### src/rtl/alu_pkg.sv
// ---------------------------------------------------------------------------
// alu_pkg
// Shared definitions for the sequential ALU (alu_seq):
//   - 3-bit operation codes (clr, pass, add, sub, mul, inc, idle; 7 = idle)
//   - FSM state encoding (IDLE / MUL / DONE)
//   - sat_max / sat_min: signed range limits for a given width
// ---------------------------------------------------------------------------
package alu_pkg;

  localparam logic [2:0] OP_CLR  = 3'd0;
  localparam logic [2:0] OP_PASS = 3'd1;
  localparam logic [2:0] OP_ADD  = 3'd2;
  localparam logic [2:0] OP_SUB  = 3'd3;
  localparam logic [2:0] OP_MUL  = 3'd4;
  localparam logic [2:0] OP_INC  = 3'd5;
  localparam logic [2:0] OP_IDLE = 3'd6;

  typedef enum logic [1:0] {
    IDLE = 2'd0,
    MUL  = 2'd1,
    DONE = 2'd2
  } state_t;

  // Largest representable signed value at the given width: 2^(w-1)-1
  function automatic longint sat_max(int width);
    return (longint'(1) <<< (width - 1)) - 1;
  endfunction

  // Smallest representable signed value at the given width: -2^(w-1)
  function automatic longint sat_min(int width);
    return -(longint'(1) <<< (width - 1));
  endfunction

endpackage

### src/rtl/alu_seq_if.sv
// ---------------------------------------------------------------------------
// alu_seq_if
// Op request / result bundle between the control FSM (master) and alu_seq
// (slave).
//   start, selectOp, a, b           : master -> slave
//   ready, done, dataOut,
//   zeroFlag, ovfFlag               : slave -> master
// ---------------------------------------------------------------------------
interface alu_seq_if #(
  parameter int WIDTH = 12
);
  logic                    start;
  logic [2:0]              selectOp;
  logic signed [WIDTH-1:0] a;
  logic signed [WIDTH-1:0] b;
  logic                    ready;
  logic                    done;
  logic signed [WIDTH-1:0] dataOut;
  logic                    zeroFlag;
  logic                    ovfFlag;

  modport master (
    output start, selectOp, a, b,
    input  ready, done, dataOut, zeroFlag, ovfFlag
  );

  modport slave (
    input  start, selectOp, a, b,
    output ready, done, dataOut, zeroFlag, ovfFlag
  );
endinterface

### src/rtl/alu_mul_iter.sv
// ---------------------------------------------------------------------------
// alu_mul_iter
// Unsigned iterative shift-add multiplier, one partial product per step.
//   clk, rstN     : clock, asynchronous active-low reset
//   load          : capture magnitudes, clear product and step counter
//   step          : perform one shift-add step
//   mag_a, mag_b  : unsigned WIDTH-bit magnitudes
//   product       : accumulator value *after* the current step (combinational),
//                   so the caller can register the final product on the last step
//   last          : high during the final (WIDTH-th) step
// ---------------------------------------------------------------------------
module alu_mul_iter #(
  parameter int WIDTH = 12
) (
  input  logic                 clk,
  input  logic                 rstN,
  input  logic                 load,
  input  logic                 step,
  input  logic [WIDTH-1:0]     mag_a,
  input  logic [WIDTH-1:0]     mag_b,
  output logic [2*WIDTH-1:0]   product,
  output logic                 last
);

  localparam int CW = $clog2(WIDTH);

  logic [2*WIDTH-1:0] mcand_reg;
  logic [2*WIDTH-1:0] acc_reg;
  logic [2*WIDTH-1:0] acc_next;
  logic [WIDTH-1:0]   mplier_reg;
  logic [CW-1:0]      cnt_reg;

  // Add the shifted multiplicand when the current multiplier LSB is set
  assign acc_next = mplier_reg[0] ? (acc_reg + mcand_reg) : acc_reg;
  assign product  = acc_next;
  assign last     = step && (cnt_reg == CW'(WIDTH - 1));

  always_ff @(posedge clk or negedge rstN) begin
    if (!rstN) begin
      mcand_reg  <= '0;
      acc_reg    <= '0;
      mplier_reg <= '0;
      cnt_reg    <= '0;
    end else if (load) begin
      mcand_reg  <= {{WIDTH{1'b0}}, mag_a};
      mplier_reg <= mag_b;
      acc_reg    <= '0;
      cnt_reg    <= '0;
    end else if (step) begin
      acc_reg    <= acc_next;
      mcand_reg  <= mcand_reg << 1;
      mplier_reg <= mplier_reg >> 1;
      cnt_reg    <= cnt_reg + CW'(1);
    end
  end

endmodule

### src/rtl/alu_seq.sv
// ---------------------------------------------------------------------------
// alu_seq
// Registered, handshaked ALU with an iterative multiplier.
//   clk   : rising-edge clock
//   rstN  : asynchronous active-low reset
//   bus   : alu_seq_if.slave -- start/selectOp/a/b in,
//           ready/done/dataOut/zeroFlag/ovfFlag out
// Ops: clr, pass, add, sub, inc complete in one cycle; mul takes WIDTH cycles;
// idle (and code 7) just pulses done without touching the result.
// Optional feature: define ALU_SAT_EN to clamp overflowing results to the
// signed range limits instead of wrapping. ovfFlag behaves the same either way.
// ---------------------------------------------------------------------------
module alu_seq
  import alu_pkg::*;
#(
  parameter int WIDTH = 12
) (
  input logic       clk,
  input logic       rstN,
  alu_seq_if.slave  bus
);

`ifdef ALU_SAT_EN
  localparam logic signed [WIDTH-1:0] MAX_V = WIDTH'(sat_max(WIDTH));
  localparam logic signed [WIDTH-1:0] MIN_V = WIDTH'(sat_min(WIDTH));
`endif

  state_t                  state_reg, state_next;
  logic signed [WIDTH-1:0] data_reg, data_next;
  logic                    zero_reg, zero_next;
  logic                    ovf_reg, ovf_next;
  logic                    sign_reg, sign_next;

  logic                    mul_load, mul_step, mul_last;
  logic [WIDTH-1:0]        mag_a, mag_b;
  logic [2*WIDTH-1:0]      product;
  logic [2*WIDTH-1:0]      prod_signed;
  logic [WIDTH:0]          prod_hi;

  logic signed [WIDTH:0]   a_ext, b_ext, sum_wide;

  logic                    update;
  logic [WIDTH-1:0]        res_wrap;
  logic                    res_ovf;
  logic signed [WIDTH-1:0] res_final;
`ifdef ALU_SAT_EN
  logic                    res_neg;
`endif

  // Magnitudes fit in WIDTH unsigned bits, including |-2^(W-1)| = 2^(W-1)
  assign mag_a = bus.a[WIDTH-1] ? WIDTH'(-bus.a) : bus.a;
  assign mag_b = bus.b[WIDTH-1] ? WIDTH'(-bus.b) : bus.b;

  alu_mul_iter #(.WIDTH(WIDTH)) u_mul (
    .clk     (clk),
    .rstN    (rstN),
    .load    (mul_load),
    .step    (mul_step),
    .mag_a   (mag_a),
    .mag_b   (mag_b),
    .product (product),
    .last    (mul_last)
  );

  // Signed product; overflow when the top WIDTH+1 bits are not a pure sign extension
  assign prod_signed = sign_reg ? (~product + 1'b1) : product;
  assign prod_hi     = prod_signed[2*WIDTH-1:WIDTH-1];

  // Single-cycle ops evaluated one bit wider so the true result is exact
  assign a_ext = {bus.a[WIDTH-1], bus.a};
  assign b_ext = {bus.b[WIDTH-1], bus.b};

  always_comb begin
    sum_wide = '0;
    case (bus.selectOp)
      OP_PASS: sum_wide = a_ext;
      OP_ADD:  sum_wide = a_ext + b_ext;
      OP_SUB:  sum_wide = a_ext - b_ext;
      OP_INC:  sum_wide = a_ext + (WIDTH+1)'(1);
      default: sum_wide = '0;
    endcase
  end

  always_ff @(posedge clk or negedge rstN) begin
    if (!rstN) begin
      state_reg <= IDLE;
      data_reg  <= '0;
      zero_reg  <= 1'b1;
      ovf_reg   <= 1'b0;
      sign_reg  <= 1'b0;
    end else begin
      state_reg <= state_next;
      data_reg  <= data_next;
      zero_reg  <= zero_next;
      ovf_reg   <= ovf_next;
      sign_reg  <= sign_next;
    end
  end

  always_comb begin
    state_next = state_reg;
    data_next  = data_reg;
    zero_next  = zero_reg;
    ovf_next   = ovf_reg;
    sign_next  = sign_reg;
    mul_load   = 1'b0;
    mul_step   = 1'b0;
    update     = 1'b0;
    res_wrap   = '0;
    res_ovf    = 1'b0;
`ifdef ALU_SAT_EN
    res_neg    = 1'b0;
`endif

    case (state_reg)
      IDLE: begin
        if (bus.start) begin
          if (bus.selectOp == OP_MUL) begin
            mul_load   = 1'b1;
            sign_next  = bus.a[WIDTH-1] ^ bus.b[WIDTH-1];
            state_next = MUL;
          end else begin
            state_next = DONE;
            // clr/pass/add/sub/inc produce a result; idle and 7 leave it alone.
            // clr and pass can never disagree in the top two bits, so their
            // overflow is inherently 0.
            if (bus.selectOp <= OP_INC) begin
              update   = 1'b1;
              res_wrap = sum_wide[WIDTH-1:0];
              res_ovf  = sum_wide[WIDTH] ^ sum_wide[WIDTH-1];
`ifdef ALU_SAT_EN
              res_neg  = sum_wide[WIDTH];
`endif
            end
          end
        end
      end
      MUL: begin
        mul_step = 1'b1;
        if (mul_last) begin
          update     = 1'b1;
          res_wrap   = prod_signed[WIDTH-1:0];
          res_ovf    = !((prod_hi == '0) || (prod_hi == '1));
`ifdef ALU_SAT_EN
          res_neg    = sign_reg;
`endif
          state_next = DONE;
        end
      end
      DONE:    state_next = IDLE;
      default: state_next = IDLE;
    endcase

`ifdef ALU_SAT_EN
    res_final = res_ovf ? (res_neg ? MIN_V : MAX_V) : res_wrap;
`else
    res_final = res_wrap;
`endif

    if (update) begin
      data_next = res_final;
      zero_next = (res_final == '0);
      ovf_next  = res_ovf;
    end
  end

  assign bus.ready    = (state_reg == IDLE);
  assign bus.done     = (state_reg == DONE);
  assign bus.dataOut  = data_reg;
  assign bus.zeroFlag = zero_reg;
  assign bus.ovfFlag  = ovf_reg;

endmodule

### src/flat_wrapper.sv
// flat-port wrapper written by rule: the top's interface ports become plain ports
module alu_seq_flat import alu_pkg::*;
#(
  parameter int WIDTH = 12
)
  (clk, rstN, bus_start, bus_selectOp, bus_a, bus_b, bus_ready, bus_done, bus_dataOut, bus_zeroFlag, bus_ovfFlag);
  alu_seq_if #(.WIDTH(WIDTH)) bus_i ();
  input logic clk;
  input logic rstN;
  input wire logic [$bits(bus_i.start)-1:0] bus_start;
  input wire logic [$bits(bus_i.selectOp)-1:0] bus_selectOp;
  input wire logic [$bits(bus_i.a)-1:0] bus_a;
  input wire logic [$bits(bus_i.b)-1:0] bus_b;
  output wire logic [$bits(bus_i.ready)-1:0] bus_ready;
  output wire logic [$bits(bus_i.done)-1:0] bus_done;
  output wire logic [$bits(bus_i.dataOut)-1:0] bus_dataOut;
  output wire logic [$bits(bus_i.zeroFlag)-1:0] bus_zeroFlag;
  output wire logic [$bits(bus_i.ovfFlag)-1:0] bus_ovfFlag;
  assign bus_i.start = bus_start;
  assign bus_i.selectOp = bus_selectOp;
  assign bus_i.a = bus_a;
  assign bus_i.b = bus_b;
  assign bus_ready = bus_i.ready;
  assign bus_done = bus_i.done;
  assign bus_dataOut = bus_i.dataOut;
  assign bus_zeroFlag = bus_i.zeroFlag;
  assign bus_ovfFlag = bus_i.ovfFlag;
  alu_seq #(.WIDTH(WIDTH)) u_core (.clk(clk), .rstN(rstN), .bus(bus_i));
endmodule
### config.mk
export PLATFORM = sky130hd
export DESIGN_NAME = alu_seq_flat
export DESIGN_NICKNAME = d
export VERILOG_FILES = /design/src/rtl/alu_pkg.sv /design/src/rtl/alu_seq_if.sv /design/src/rtl/alu_mul_iter.sv /design/src/rtl/alu_seq.sv /design/src/flat_wrapper.sv
export SDC_FILE = /design/constraint.sdc
export NUM_CORES = 1
export LEC_CHECK = 0
export ABC_AREA = 1
export CELL_PAD_IN_SITES_DETAIL_PLACEMENT = 0
export CELL_PAD_IN_SITES_GLOBAL_PLACEMENT = 2
export CORE_UTILIZATION = 36
export CTS_CLUSTER_DIAMETER = 50
export CTS_CLUSTER_SIZE = 28
export DETAILED_ROUTE_END_ITERATION = 8
export MAX_ROUTING_LAYER = met4
export PLACE_DENSITY = 0.94
export SLEW_MARGIN = 20
export SYNTH_ARGS = -nofsm -noshare
export SYNTH_HDL_FRONTEND = slang
export SYNTH_SLANG_ARGS = --single-unit
export TNS_END_PERCENT = 1
### constraint.sdc
create_clock -name clk -period 5.6 [get_ports clk]
set_input_delay 0.84 -clock clk [delete_from_list [all_inputs] [get_ports clk]]
set_output_delay 0.84 -clock clk [all_outputs]
set_load 0.01 [all_outputs]
==> results of run 1 <==
-- cell type report --
cell class	instances	share of cell area
Clock inverter	6	0.00804
Multi-Input combinational cell	910	0.544
Timing Repair Buffer	55	0.0611
Inverter	191	0.0840
Tap cell	270	0.0394
Clock buffer	10	0.0267
Sequential cell	81	0.237
-- per-stage QoR --
step / total power (W) / cell area [um^2] / util / cells / hold slack, ps
detailed placement: 0.00363 / 8270 / 0.406 / 1507 / 469
global placement: 0.00361 / 8270 / 0.406 / 1507 / 465
global route: 0.00468 / 8560 / 0.421 / 1523 / 431
floorplan: 0.00287 / 7530 / - / 1214 / 459
CTS: 0.00426 / 8560 / 0.421 / 1523 / 407
finish: 0.00426 / 8560 / 0.421 / 1523 / 403
-- final timing paths --
path,start,end,cells after the start
worst max-delay path,bus_selectOp[2],u_core.bus.zeroFlag,20
worst min register to register,u_core.bus.dataOut[11],u_core.bus.dataOut[11],1
worst max register to register,u_core.u_mul.acc_reg[0],u_core.bus.ovfFlag,25
min in group clk,u_core.bus.dataOut[11],u_core.bus.dataOut[11],1
max in group asynchronous,rstN,u_core.u_mul.acc_reg[22],2
worst min-delay path,rstN,u_core.u_mul.mplier_reg[6],1
-- cell families (layout without fill, tap and decap cells) --
kind of cell    Yosys count  after routing  synth area share
simple gates            651            651             0.373
buf+inv                 223            262             0.113
xor+xnor                 11             11            0.0138
flops                    81             81             0.269
compound gates          206            206             0.160
fa+ha+maj                42             42            0.0717
-- layer usage --
| metal | track usage | vias to the layer above | routed length, um |
|---|---|---|---|
| met5 | - | - | 0 |
| met4 | 0.0677 | 0 | 350 |
| met3 | 0.0134 | 22 | 913 |
| met2 | 0.346 | 164 | 10000 |
| met1 | 0.361 | 3569 | 13000 |
| li1 | - | 4017 | - |
-- critical path, cell delays in order --
cell and delay [ps]:
clkdlybuf4s50_1 510, nor3_2 440, clkinv_1 310, nand2_1 300, o21ai_0 190, fa_1 440
nand2_1 80, inv_1 50, o21ai_0 250, a21oi_1 120, o21ai_0 170, nand2_1 90
o21ai_0 150, nand2_1 70, nand2_1 60, o31ai_1 80, nor3_1 170, nand3_1 100
or2_1 240, o21ai_1 130
-- power groups by stage --
| stage | sequential (W) | combinational, W | clock (W) |
|---|---|---|---|
| after floorplan | 0.000978 | 0.00189 | 0 |
| after global placement | 0.00101 | 0.00260 | 0 |
| after detailed placement | 0.00102 | 0.00261 | 0 |
| after CTS | 0.00101 | 0.00263 | 0.000627 |
| after global routing | 0.00104 | 0.00299 | 0.000645 |
| final | 0.00102 | 0.00263 | 0.000614 |
-- layout by cell type, fill, tap and decap left out, types with 2 or more instances in the layout --
| cell type | instances |
|---|---|
| fa_1 | 2 |
| a21o_1 | 3 |
| nor2_2 | 12 |
| a21oi_2 | 2 |
| xor2_1 | 9 |
| o221ai_1 | 5 |
| o32ai_1 | 3 |
| o22ai_1 | 40 |
| a22oi_1 | 4 |
| nand4_1 | 17 |
| nor4_1 | 3 |
| clkbuf_16 | 9 |
| buf_4 | 11 |
| nor3_1 | 13 |
| nand3_2 | 4 |
| inv_2 | 7 |
| inv_1 | 181 |
| nand2_2 | 11 |
| ha_1 | 40 |
| o211ai_1 | 8 |
| nand3b_1 | 6 |
| a32oi_1 | 2 |
| a21oi_1 | 47 |
| nand2_1 | 386 |
| dfrtp_1 | 80 |
| nand3_1 | 100 |
| clkinv_1 | 2 |
| o21ai_1 | 3 |
| nor2_4 | 5 |
| clkdlybuf4s50_1 | 44 |
| o21ai_0 | 78 |
| nor2_1 | 87 |
| and2_1 | 2 |
| o21bai_1 | 4 |
| clkinv_4 | 3 |
==> results.cfg, run 1 <==
[outcome]
outcome = finished, final reports clean

[sta]
fmax_mhz = 222
min_period_ps = 4500
finalCritPeriodShare = 0.804
setup-tns-final_ps = 0
hold_viol_final = 0
relSlewSlack = 0.345
tightest_slew_ps = 978
fin_worst_skew_ps = 9.29
setup_viol = 0
worst_slack_ps = 1100
rsz0062_at_grt = no
maxSlewViolCount = 0

[final_layout]
antenna_cells = 0
multiInputGateArea_um2 = 4660
area_growth_pct = 13.7
drive_gt1_frac = 0.0599
fin_nets = 1320
fill_cells = 2232
seqCellArea_um2 = 2030

[cts]
clock_tree.root_cell = clkbuf_16
cts.sinks = 81
cts_buffers = 9
cts_resized = 0
max-clock-path-buffers = 2
clkLatencyLatePin_ps = 360
path_clk_slew_ps = 60
cts_setup_buffers = 0
cts_tree = yes
hold_buffers = 0
htreeDepth = 3

[detailed_routing]
viasPerCell = 5.10
drtAntennaViolNets = 0
drtIter0Drc = 606
finalWirelength_um = 24300
wl_per_cell_um = 15.9
vias = 7772
remaining_drc_errors = 0
firstDrtPassIters = 5

[floorplan]
rows = 52
start_util = 0.370
die-area_um2 = 21500
die_w_um = 147
pin_count = 46
dieHeight_um = 147
core_um2 = 20400

[synth]
async_flop_share = 1.00
syn-cell-area_um2 = 7530
synth_area_leaders = dfrtp_1 (27%), nand2_1 (19%), inv_1 (9.0%)
syn_avg_cell_area_um2 = 6.21
ys.warnings.count = 0
yosys.area.top_type = dfrtp_1
yosys.cell_count.top_type = nand2_1
ys_types = 51
syn_inst = 1214
ys_seq_area_frac = 0.269
synth_top_area_share = 0.266
synth_commonest_cells = nand2_1 (386), inv_1 (181), nand3_1 (100)
synth_seq_cells = 81
synth-edff-count = 0
synth_fp_nets = 1286
ys.flop_type = dfrtp_1

[pwr]
netSwitchingFraction = 0.513
total_leakage_power_nw = 4.39
intPower_w = 0.00208
combinationalPowerShare = 0.618
power_density_nw_per_um2 = 498
clkPwrFrac = 0.144
p_switching_w = 0.00219
p_seq_frac = 0.238
vdd_ir_drop_max_mv = 0.187

[setup_path]
critPathArrivalTime_ps = 4790
crit_path_max_fanout = 10
r2r_slack_ps = 2160
end_kind = register
worstSetupStartpointType = input pin
critPathRequiredTime_ps = 5880
critical_path_class = input pin to register

[flow_run]
maxCapViolCount = 0

[global_route]
grt_max_degree = 57
grt_pass1_wl_um = 39400
overflow = 0
antenna_found_initial = 0
grt_usage = 0.241
grt_pass1_vias = 7383

[placed_design]
hpwl_um = 19000
place.gp.congestion = 0.883
port_buffers = 45
dp_worst_setup_slack_ps = 740

[hold_path]
hold_path.class = input pin to async pin
Note: power is estimated with default switching activity, not from simulation.
==> run 2: changes to the inputs <==
CORE_UTILIZATION = 30   (was 36)
PLACE_DENSITY = 0.85   (was 0.94)
clock period = 3.7 ns   (was 5.6 ns; I/O delays follow)
==> run 2 against run 1 <==
Effect of this change:
- final cell count up 8.1%
- global-route usage down 4.0 points
- sequential power up 49%
- count of clock-buffer cells in the layout up 1
- first-iteration DRC count down 8.1%
- die area up 20%
- sequential share of layout area down 1.8 points
- largest cell class unchanged
- highest routed layer unchanged
- wire length up 1.7%
- via count up 2.5%
- non-clock buffer count up 70
==> results.cfg, run 2 (synthesized netlist as in run 1, its figures left out) <==
[detailed_routing]
vias = 7963
remaining_drc_errors = 0
viasPerCell = 4.83
drtAntennaViolNets = 0
wl_per_cell_um = 15.0
finalWirelength_um = 24700
firstDrtPassIters = 5
drtIter0Drc = 557

[cts]
cts_setup_buffers = 0
cts.sinks = 81
cts_resized = 0
cts_buffers = 9
clock_tree.root_cell = clkbuf_16
hold_buffers = 0
htreeDepth = 3
clkLatencyLatePin_ps = 350
path_clk_slew_ps = 70
cts_tree = yes
max-clock-path-buffers = 2

[global_route]
antenna_found_initial = 0
grt_pass1_vias = 7494
overflow = 0
grt_pass1_wl_um = 40000
grt_usage = 0.201
grt_max_degree = 60
top_usage_layer = met1
globalRouteMet1Util = 0.302
use_met2 = 0.291
use_met3 = 0.0121

[floorplan]
start_util = 0.308
pin_count = 46
rows = 57
die_w_um = 160
dieHeight_um = 160
die-area_um2 = 25800
core_um2 = 24500

[pwr]
vdd_ir_drop_max_mv = 0.248
combinationalPowerShare = 0.624
intPower_w = 0.00328
p_seq_frac = 0.230
total_leakage_power_nw = 4.76
power_density_nw_per_um2 = 713
p_switching_w = 0.00333
clkPwrFrac = 0.146
netSwitchingFraction = 0.504

[sta]
maxSlewViolCount = 0
tightest_slew_ps = 827
relSlewSlack = 0.449
finalCritPeriodShare = 0.924
setup_viol = 0
rsz0062_at_grt = no
hold_viol_final = 0
fmax_mhz = 293
worst_slack_ps = 282
fin_worst_skew_ps = 13.1
setup-tns-final_ps = 0
min_period_ps = 3420

[setup_path]
worstSetupStartpointType = input pin
r2r_slack_ps = 360
critPathArrivalTime_ps = 3700
crit_path_max_fanout = 3
end_kind = register
critical_path_class = input pin to register
critPathRequiredTime_ps = 3980

[final_layout]
drive_gt1_frac = 0.131
antenna_cells = 0
fill_cells = 2665
layout_common_cells = nand2_1 (383), inv_1 (177), nand3_1 (99)
area_growth_pct = 23.2
final_area_um2 = 9280
final_common_cell = nand2_1
fin_nets = 1390

[placed_design]
place.gp.congestion = 0.897
dp_worst_setup_slack_ps = -365
placed_cell_area_um2 = 8860
port_buffers = 45
hpwl_um = 19700

[outcome]
outcome = finished, final reports clean

[flow_run]
maxCapViolCount = 0

[hold_path]
hold_path.class = input pin to async pin
==> run 2: cell types whose count changed in the layout (fill, tap and decap cells not counted), sizes merged <==
cell,delta
clkinvlp,+1
buf,+70
dlymetal6s2s,+2
clkbuf,+1
inv,+2
clkdlybuf4s50,-2
clkinv,-4
==> run 2: worst max-delay path, stage by stage <==
cell and delay, ps:
clkdlybuf4s50_1 440, inv_1 90, nand3_1 100, nor2_1 140
inv_2 70, o21ai_2 130, o21ai_2 80, o21ai_1 140
buf_4 130, ha_1 250, a21oi_2 120, o21ai_0 80
a21o_1 180, nand2_2 80, a21oi_2 60, nand2_1 50
inv_1 50, o21ai_1 110, nand2_1 80, nor2_1 90
nor2_1 50, nand2_1 70, nand2_1 70, nand2_1 60
o21ai_0 90, or2_1 220, o21ai_1 150
==> run 2: layout make-up <==
cell class | instances | area, um^2 | share of cell area
timing repair buffer | 125 | 1050 | 0.114
inverter | 191 | 719 | 0.0775
clock buffer | 11 | 253 | 0.0272
tap | 324 | 405 | 0.0437
sequential | 81 | 2030 | 0.219
clock inverter | 5 | 62.6 | 0.00674
multi-input combinational | 910 | 4760 | 0.513
==> run 2: layer usage <==
layer	vias up	routed length (um)	share of wire
met5	-	0	0
met4	0	292	0.012
met3	18	838	0.034
met2	147	10200	0.41
met1	3649	13400	0.54
li1	4149	-	-
==> run 2: path summary, 6_finish.rpt <==
path	to	cells after the start	startpoint
max	u_core.bus.zeroFlag	27	bus_b[2]
max reg2reg	u_core.bus.ovfFlag	25	u_core.u_mul.mcand_reg[0]
min	u_core.bus.dataOut[2]	1	rstN
min in group clk	u_core.bus.dataOut[8]	2	u_core.bus.dataOut[8]
min reg2reg	u_core.bus.dataOut[8]	2	u_core.bus.dataOut[8]
max in group asynchronous	u_core.u_mul.acc_reg[18]	2	rstN
==> run 2: power by group through the flow <==
stage,Sequential (W),Combinational [W],Clock (W)
3_3_place_gp,0.00152,0.00403,0
3_5_place_dp,0.00153,0.00406,0
4_1_cts,0.00152,0.00408,0.000981
5_1_grt,0.00157,0.00468,0.00102
6_report,0.00152,0.00413,0.000965
2_1_floorplan,0.00148,0.00286,0
==> run 2: through the flow <==
step                      hold WS, ps  total power (W)  utilization  cells
final                             306          0.00662        0.379   1647
after global routing              372          0.00726        0.379   1647
after CTS                         344          0.00658        0.375   1647
after detailed placement          469          0.00558        0.362   1631
after global placement            469          0.00555        0.362   1631
after floorplan                   259          0.00434            -   1214
